==> src/rtl/sprite_mem_arbiter.sv <==
// Round-robin arbiter sharing one fixed-latency sprite ROM between requesters,
// with a tag pipeline for returns and per-frame grant counters.
module sprite_mem_arbiter #(
  parameter int N_REQ  = 4,
  parameter int AW     = 18,
  parameter int DW     = 8,
  parameter int RD_LAT = 2
) (
  input  logic                  clk_i,
  input  logic                  rst_ni,
  input  logic                  frame_start_i,
  input  logic [N_REQ-1:0]      req_i,
  input  logic [N_REQ*AW-1:0]   addr_i,
  input  logic [N_REQ-1:0]      req_mask_i,
  output logic [N_REQ-1:0]      gnt_o,
  output logic [AW-1:0]         mem_addr_o,
  output logic                  mem_rd_o,
  input  logic [DW-1:0]         mem_rdata_i,
  output logic [DW-1:0]         rdata_o,
  output logic [N_REQ-1:0]      rvalid_o,
  output logic [N_REQ*16-1:0]   grant_cnt_o
);

  localparam int IW = (N_REQ > 1) ? $clog2(N_REQ) : 1;

  logic [N_REQ-1:0] elig;
  logic [N_REQ-1:0] gnt;
  logic [IW-1:0]    ptr_q, ptr_d;
  logic [IW-1:0]    win;
  logic             any;
  logic             hit;
  logic [AW-1:0]    sel_addr;
  logic [AW-1:0]    mem_addr_q, mem_addr_d;

  logic [RD_LAT-1:0] tv_q;
  logic [IW-1:0]     ti_q [RD_LAT];

  logic [15:0] live_q [N_REQ];
  logic [15:0] cnt_q  [N_REQ];

  assign elig = req_i & req_mask_i;

  // First eligible index at or after ptr, wrapping past N_REQ-1.
  always_comb begin : arb
    logic [IW-1:0] idx;
    int j;
    win = '0;
    any = 1'b0;
    idx = '0;
    j   = 0;
    for (int k = 0; k < N_REQ; k++) begin
      j = int'(ptr_q) + k;
      if (j >= N_REQ) j = j - N_REQ;
      idx = IW'(j);
      if (!any && elig[idx]) begin
        any = 1'b1;
        win = idx;
      end
    end
  end

  assign hit = any & rst_ni;

  always_comb begin
    gnt = '0;
    for (int i = 0; i < N_REQ; i++) begin
      gnt[i] = hit && (win == IW'(i));
    end
  end

  always_comb begin
    sel_addr = '0;
    for (int i = 0; i < N_REQ; i++) begin
      if (gnt[i]) sel_addr = addr_i[i*AW +: AW];
    end
  end

  always_comb begin
    ptr_d = ptr_q;
    if (hit) begin
      ptr_d = (win == IW'(N_REQ - 1)) ? '0 : win + 1'b1;
    end
  end

  assign mem_addr_d = hit ? sel_addr : mem_addr_q;
  assign mem_addr_o = mem_addr_d;
  assign mem_rd_o   = hit;
  assign gnt_o      = gnt;

  always_ff @(posedge clk_i or negedge rst_ni) begin
    if (!rst_ni) begin
      ptr_q      <= '0;
      mem_addr_q <= '0;
    end else begin
      ptr_q      <= ptr_d;
      mem_addr_q <= mem_addr_d;
    end
  end

  always_ff @(posedge clk_i or negedge rst_ni) begin
    if (!rst_ni) begin
      tv_q <= '0;
      for (int s = 0; s < RD_LAT; s++) ti_q[s] <= '0;
    end else begin
      tv_q[0] <= hit;
      ti_q[0] <= win;
      for (int s = 1; s < RD_LAT; s++) begin
        tv_q[s] <= tv_q[s-1];
        ti_q[s] <= ti_q[s-1];
      end
    end
  end

  always_comb begin
    rvalid_o = '0;
    for (int i = 0; i < N_REQ; i++) begin
      rvalid_o[i] = tv_q[RD_LAT-1] && (ti_q[RD_LAT-1] == IW'(i));
    end
  end

  // ROM data is valid exactly in the return cycle, so pass it through.
  assign rdata_o = (|rvalid_o) ? mem_rdata_i : '0;

  always_ff @(posedge clk_i or negedge rst_ni) begin
    if (!rst_ni) begin
      for (int i = 0; i < N_REQ; i++) begin
        live_q[i] <= '0;
        cnt_q[i]  <= '0;
      end
    end else begin
      for (int i = 0; i < N_REQ; i++) begin
        if (frame_start_i) begin
          cnt_q[i]  <= live_q[i];
          live_q[i] <= {15'd0, gnt[i]};
        end else if (gnt[i] && live_q[i] != 16'hFFFF) begin
          live_q[i] <= live_q[i] + 16'd1;
        end
      end
    end
  end

  always_comb begin
    grant_cnt_o = '0;
    for (int i = 0; i < N_REQ; i++) begin
      grant_cnt_o[i*16 +: 16] = cnt_q[i];
    end
  end

endmodule
==> config.mk <==
export PLATFORM = sky130hd
export DESIGN_NAME = sprite_mem_arbiter
export DESIGN_NICKNAME = d
export VERILOG_FILES = /design/src/rtl/sprite_mem_arbiter.sv
export SDC_FILE = /design/constraint.sdc
export NUM_CORES = 1
export LEC_CHECK = 0
export ABC_CLOCK_PERIOD_IN_PS = 3100
export BUFFER_PORTS_ARGS = -buffer_cell sky130_fd_sc_hd__buf_2
export CAP_MARGIN = 10
export CELL_PAD_IN_SITES_DETAIL_PLACEMENT = 0
export CELL_PAD_IN_SITES_GLOBAL_PLACEMENT = 1
export CORE_UTILIZATION = 35
export CTS_CLUSTER_SIZE = 40
export DETAILED_ROUTE_END_ITERATION = 8
export GPL_ROUTABILITY_DRIVEN = 0
export HOLD_SLACK_MARGIN = 0.1
export PLACE_DENSITY_LB_ADDON = 0.1
export SYNTH_ARGS = -nofsm -noshare
export SYNTH_HDL_FRONTEND = slang
export SYNTH_SLANG_ARGS = --single-unit
==> constraint.sdc <==
create_clock -name clk_i -period 3.1 [get_ports clk_i]
set_input_delay 0.31 -clock clk_i [delete_from_list [all_inputs] [get_ports clk_i]]
set_output_delay 0.31 -clock clk_i [all_outputs]
set_load 0.1 [all_outputs]
## Word level (Yosys, flattened, before mapping)

Cells that the tools add are included.

- Memory bits (read-only): 0
- Bits in latches: 0
- Input bits: 91
- Word-level logic and storage cells: 105
- Memories kept: 0
- RAM bits: 0
- Output and inout port bits: 99
- Bits in registers: 154

- Multiply operators: 0
- Add/subtract/negate cells: 12
- Eq/ne operators: 10
- $lt $le $gt $ge: 8
- Shifts and indexed selects: 0
- Div/mod/pow operators: 0
- Reductions and logical operators: 25
- Bitwise logic cells: 2
- Multiplexer cells: 35

Operator list:

| kind | number |
|---|---|
| two-way mux 16 bit | 8 |
| two-way mux 18 bit | 5 |
| adder 16 x 1 -> 16 bit (second input constant) | 4 |
| inequality test 16 bit (second input constant) | 4 |
| two-way mux 2 bit | 9 |
| logical AND 1 bit | 15 |
| < comparator 2 x 3 -> 1 bit (second input constant) | 4 |
| greater-or-equal comparator 3 bit (second input constant) | 3 |
| binary-select mux 1 bit (select 2 bit) | 4 |
| == test 2 bit (second input constant) | 4 |
| two-way mux 1 bit | 8 |
| two-way mux 8 bit | 1 |
| nonzero test 2 bit | 4 |
| subtractor 2 x 1 -> 2 bit (second input constant) | 4 |
| adder 2 x 2 -> 3 bit (second input constant) | 2 |
| AND 4 bit | 1 |
| == test 2 x 1 -> 1 bit (second input constant) | 2 |
| zero test 2 bit | 2 |
| OR reduction 4 bit | 1 |
| adder 2 x 1 -> 3 bit (second input constant) | 1 |
| greater-or-equal comparator 2 x 3 -> 1 bit (second input constant) | 1 |
| zero test 1 bit | 3 |
| adder 2 x 1 -> 2 bit (second input constant) | 1 |
| AND 1 bit | 1 |

## Logic depth before layout (Yosys ltp)

- Depth in word-level cells: 21
- Depth in mapped cells: 13
- Gate-level depth less buffers: 10

## Worst setup path after synthesis

No wires, ideal clock.

- Path type: reg2out
- Start: reg ptr_q[0]
- End: out mem_addr_o[10]
- Cell stages (with the launch flop): 11
- Slack: -1.116 ns
- Path buffers: 2
- Arrival: 3.906 ns
- Required time: 2.790 ns
- Cell sequence: dfrtp_1 > and3b_1 > a311o_1 > a22oi_1 > nor2b_1 > ha_1 > clkbuf_1 > buf_1 > a221oi_1 > a211o_1 > a21oi_1

- Longest elaborated chain between the ends: 21
- Elaborated cells between the ends (all ways): 51
- Those cells by class: add/sub (7); order compare (4); eq/ne (3); mux (25); bitwise (1); reduce/logical (11)

Ends and longest elaborated chain:

| element | line | text |
|---|---|---|
| from (decl) | 28 | `logic [IW-1:0] ptr_q, ptr_d;` |
| from (signal assigned) | 95 | `ptr_q <= ptr_d;` |
| parallel branches: the longest is 13 deep, another holds adder 2 x 1 -> 3 bit | n/a |  |
| two-way mux 2 bit (*) | 55 | `if (!any && elig[idx]) begin` |
| via win[0] | 29 | `logic [IW-1:0] win;` |
| zero test 2 bit | 67 | `gnt[i] = hit && (win == IW'(i));` |
| logical AND 1 bit | 67 |  |
| two-way mux 18 bit (3 in series) | 74 | `if (gnt[i]) sel_addr = addr_i[i*AW +: AW];` |
| two-way mux 18 bit (*) | 74 |  |
| two-way mux 18 bit (*) | 85 | `assign mem_addr_d = hit ? sel_addr : mem_addr_q;` |
| to (decl) | 16 | `output logic [AW-1:0] mem_addr_o,` |

Mark *: on every way through the listed nets, which the timed path passes. The select of a mux whose other input is x is not followed.

## Worst setup path in the final report

- Start: reg ptr_q[0]
- End: out mem_addr_o[15]

Same word-level chain as after synthesis.

==> impl_metrics.json <==
{
  "synth.most_common_cell": "dfrtp_1",
  "numPortBuffers": 189,
  "internal_power_uw": 4740,
  "synth_common_cells": "dfrtp_1 (154), mux2_2 (88), a21oi_1 (66), nor2_1 (50), clkbuf_1 (37)",
  "overflow": 0,
  "layout_min_cycle_time_ns": 3.16,
  "cap_viol_max_count": 0,
  "fmax_mhz": 317,
  "cts_htree_levels": 4,
  "critPathMaxFanout": 9,
  "drt-initial-drc-count": 366,
  "rsz0062_at_grt": "yes",
  "synth_ff_type": "dfrtp_1",
  "status": "finished with violations",
  "clockRootBuffer": "clkbuf_16",
  "cts_buffer_depth": 2,
  "post-route-util_pct": 49.6,
  "timing_worst_setup_path_type": "flip-flop to output pin",
  "ys_warn_count": 0,
  "initial_core_util_pct": 35.9,
  "pwr-share-clk_pct": 28.2,
  "clkSlewWorstSetupHoldPaths_ns": 0.06,
  "grt_usage_pct": 19.1,
  "p_per_area_nw_per_um2": 720,
  "cp-start-kind": "flip-flop",
  "synthCells": 754,
  "drt_first_pass_iters": 5,
  "grt_pass1_vias": 6639,
  "yosysTopAreaCell": "dfrtp_1",
  "yosysTopAreaCellShare_pct": 49.1,
  "setup_violations": 18,
  "p_comb_share_pct": 42.7,
  "slew_viol_final": 0,
  "grt_max_degree": 88,
  "total_power_uw": 7810,
  "remaining_drc_errors": 0,
  "num_vias": 6779,
  "layout_setup_ws_ns": -0.0552,
  "nets": 1053,
  "ir_worst_vdd_mv": 0.694,
  "num_io_pins": 190,
  "post_drt_via_cell_ratio": 5.42,
  "syn_area_um2": 7850,
  "synth-async-reset-ratio_pct": 100,
  "cts_tree": "yes",
  "period_share_pct": 102,
  "sequentialPowerShare_pct": 29.2,
  "tightest_slew_ns": 0.837,
  "p_sw_share_pct": 39.3,
  "grt_pass1_wl_mm": 34.4,
  "area_delta_synth_final_pct": 38.3,
  "synth_cell_types": 50,
  "route.detailed.wl_per_inst_um": 17.9,
  "cp-end-kind": "output pin",
  "synth_edf_count": 0,
  "finalClockSkew_ns": 0.00874,
  "core_region_area_um2": 21900,
  "violations": "setup timing",
  "dp_slack_ns": 0.0501,
  "avgSynthCellArea_um2": 10.4,
  "antenna_found_initial": 0,
  "p_switching_uw": 3070,
  "max-slew-margin-rel_pct": 44.2,
  "synth_top_cells_by_area": "dfrtp_1 (49%), mux2_2 (13%), a21oi_1 (4.2%)",
  "die_w_um": 152,
  "power.leakage_uw": 0.00506,
  "holdWs_ns": 0.267,
  "dieHeight_um": 152,
  "cp.required_ns": 2.79,
  "placementRows": 54,
  "yosysSeqAreaShare_pct": 49.1,
  "synth_seq_cells": 154,
  "drive_gt1_share_pct": 43.1,
  "clk_latency_ns": 0.43,
  "cts_made_buffers": 17,
  "ant_nets": 0,
  "synth_fp_nets": 853,
  "die_area_um2": 23000,
  "dp_hpwl_mm": 14.6,
  "wl_mm": 22.4,
  "cp_data_arrival_time_ns": 2.85,
  "hold_class": "input port to asynchronous set/reset pin",
  "final-hold-violation-count": 0,
  "cts_num_sinks": 154
}
through the flow:
stage / setup TNS [ns] / cell area (um^2) / cells
after floorplan: 0 / 8070 / 754
after global placement: 0 / 9670 / 1191
after detailed placement: 0 / 9670 / 1191
after CTS: -0.528 / 10600 / 1235
after global routing: -3.03 / 10800 / 1247
final: -0.597 / 10900 / 1250
cell families after synthesis:
| family | Yosys count | share of synthesized area (%) |
|---|---|---|
| flops | 154 | 49.1 |
| mux | 90 | 12.9 |
| simple gates | 246 | 17.6 |
| buf+inv | 86 | 4.34 |
| compound gates | 170 | 14.8 |
| fa+ha+maj | 8 | 1.28 |
layout make-up:
class	instances	area (um^2)
multi-input cells	515	4120
repair buffers	233	1780
fillers	2009	11000
clock buffers	17	425
inverters	33	131
well taps	280	350
diodes	3	7.51
clock inverters	15	189
flip-flops and latches	154	3850
critical path, cell delays in order (launching register included):
cell and delay [ns]:
dfrtp_1 0.34, and3b_1 0.18, a311o_1 0.32, a22oi_2 0.18, nor2b_4 0.20, ha_4 0.19
buf_12 0.12, nor2b_4 0.05, buf_8 0.15, a221oi_2 0.25, a211o_1 0.17, a21oi_4 0.07
buf_12 0.17
sequential cells by signal, indices dropped and copies added (netlist names):
signal       count
grant_cnt_o     64
live_q          64
ptr_q            2
tv_q             2
ti_q             4
mem_addr_q      18
worst paths after layout:
| path | startpoint | end | slack (ns) | depth (start not counted) |
|---|---|---|---|---|
| max in group asynchronous | rst_ni | live_q[28] | 1.33 | 4 |
| hold / removal | rst_ni | ti_q[2] | 0.27 | 2 |
| min in group clk_i | addr_i[63] | mem_addr_q[9] | 0.27 | 3 |
| setup reg to reg | ptr_q[0] | live_q[10] | 0.10 | 13 |
| hold reg to reg | ti_q[2] | ti_q[0] | 0.35 | 0 |
| setup / recovery | ptr_q[0] | mem_addr_o[15] | -0.06 | 12 |
layout by cell type, fill, tap and decap left out, drive strengths merged, types with 4 or more instances in the layout:
| cell type | count |
|---|---|
| nor2b | 24 |
| buf | 230 |
| o41ai | 6 |
| a211o | 18 |
| or4 | 25 |
| o31ai | 23 |
| o211ai | 6 |
| and2 | 18 |
| ha | 8 |
| dfrtp | 154 |
| a221oi | 18 |
| nand4 | 19 |
| mux2 | 88 |
| inv | 37 |
| and4 | 12 |
| nand3 | 20 |
| clkbuf | 18 |
| o21a | 4 |
| o21ai | 12 |
| nor3 | 5 |
| nor4 | 20 |
| nor2 | 50 |
| nand2 | 33 |
| clkinv | 6 |
| a21oi | 66 |
| and3 | 8 |
what timing repair did:
action,4_1_cts,5_1_grt
hold endpoints to repair,32,0
pin swaps,21,17
endpoints found under the setup margin,20,20
cloned,4,3
gates resized for setup,26,30
setup buffers,7,9
hold buffers,1,0
power by group through the flow:
| stage | registers, uW | logic, uW | clock network [uW] |
|---|---|---|---|
| floorplan | 2420 | 1840 | 0 |
| global placement | 2310 | 2790 | 0 |
| detailed placement | 2310 | 2830 | 0 |
| CTS | 2270 | 3160 | 2270 |
| global route | 2300 | 3500 | 2350 |
| finish | 2280 | 3330 | 2200 |
layer usage:
| layer | part of all wire, % | wire length (um) | GRT usage (%) |
|---|---|---|---|
| met5 | 0 | 0 | 0 |
| met1 | 44 | 9930 | 25.0 |
| met3 | 4.0 | 885 | 3.98 |
| met2 | 50 | 11100 | 30.6 |
| met4 | 2.0 | 449 | 7.87 |
Note: power is estimated with default switching activity, not from simulation.
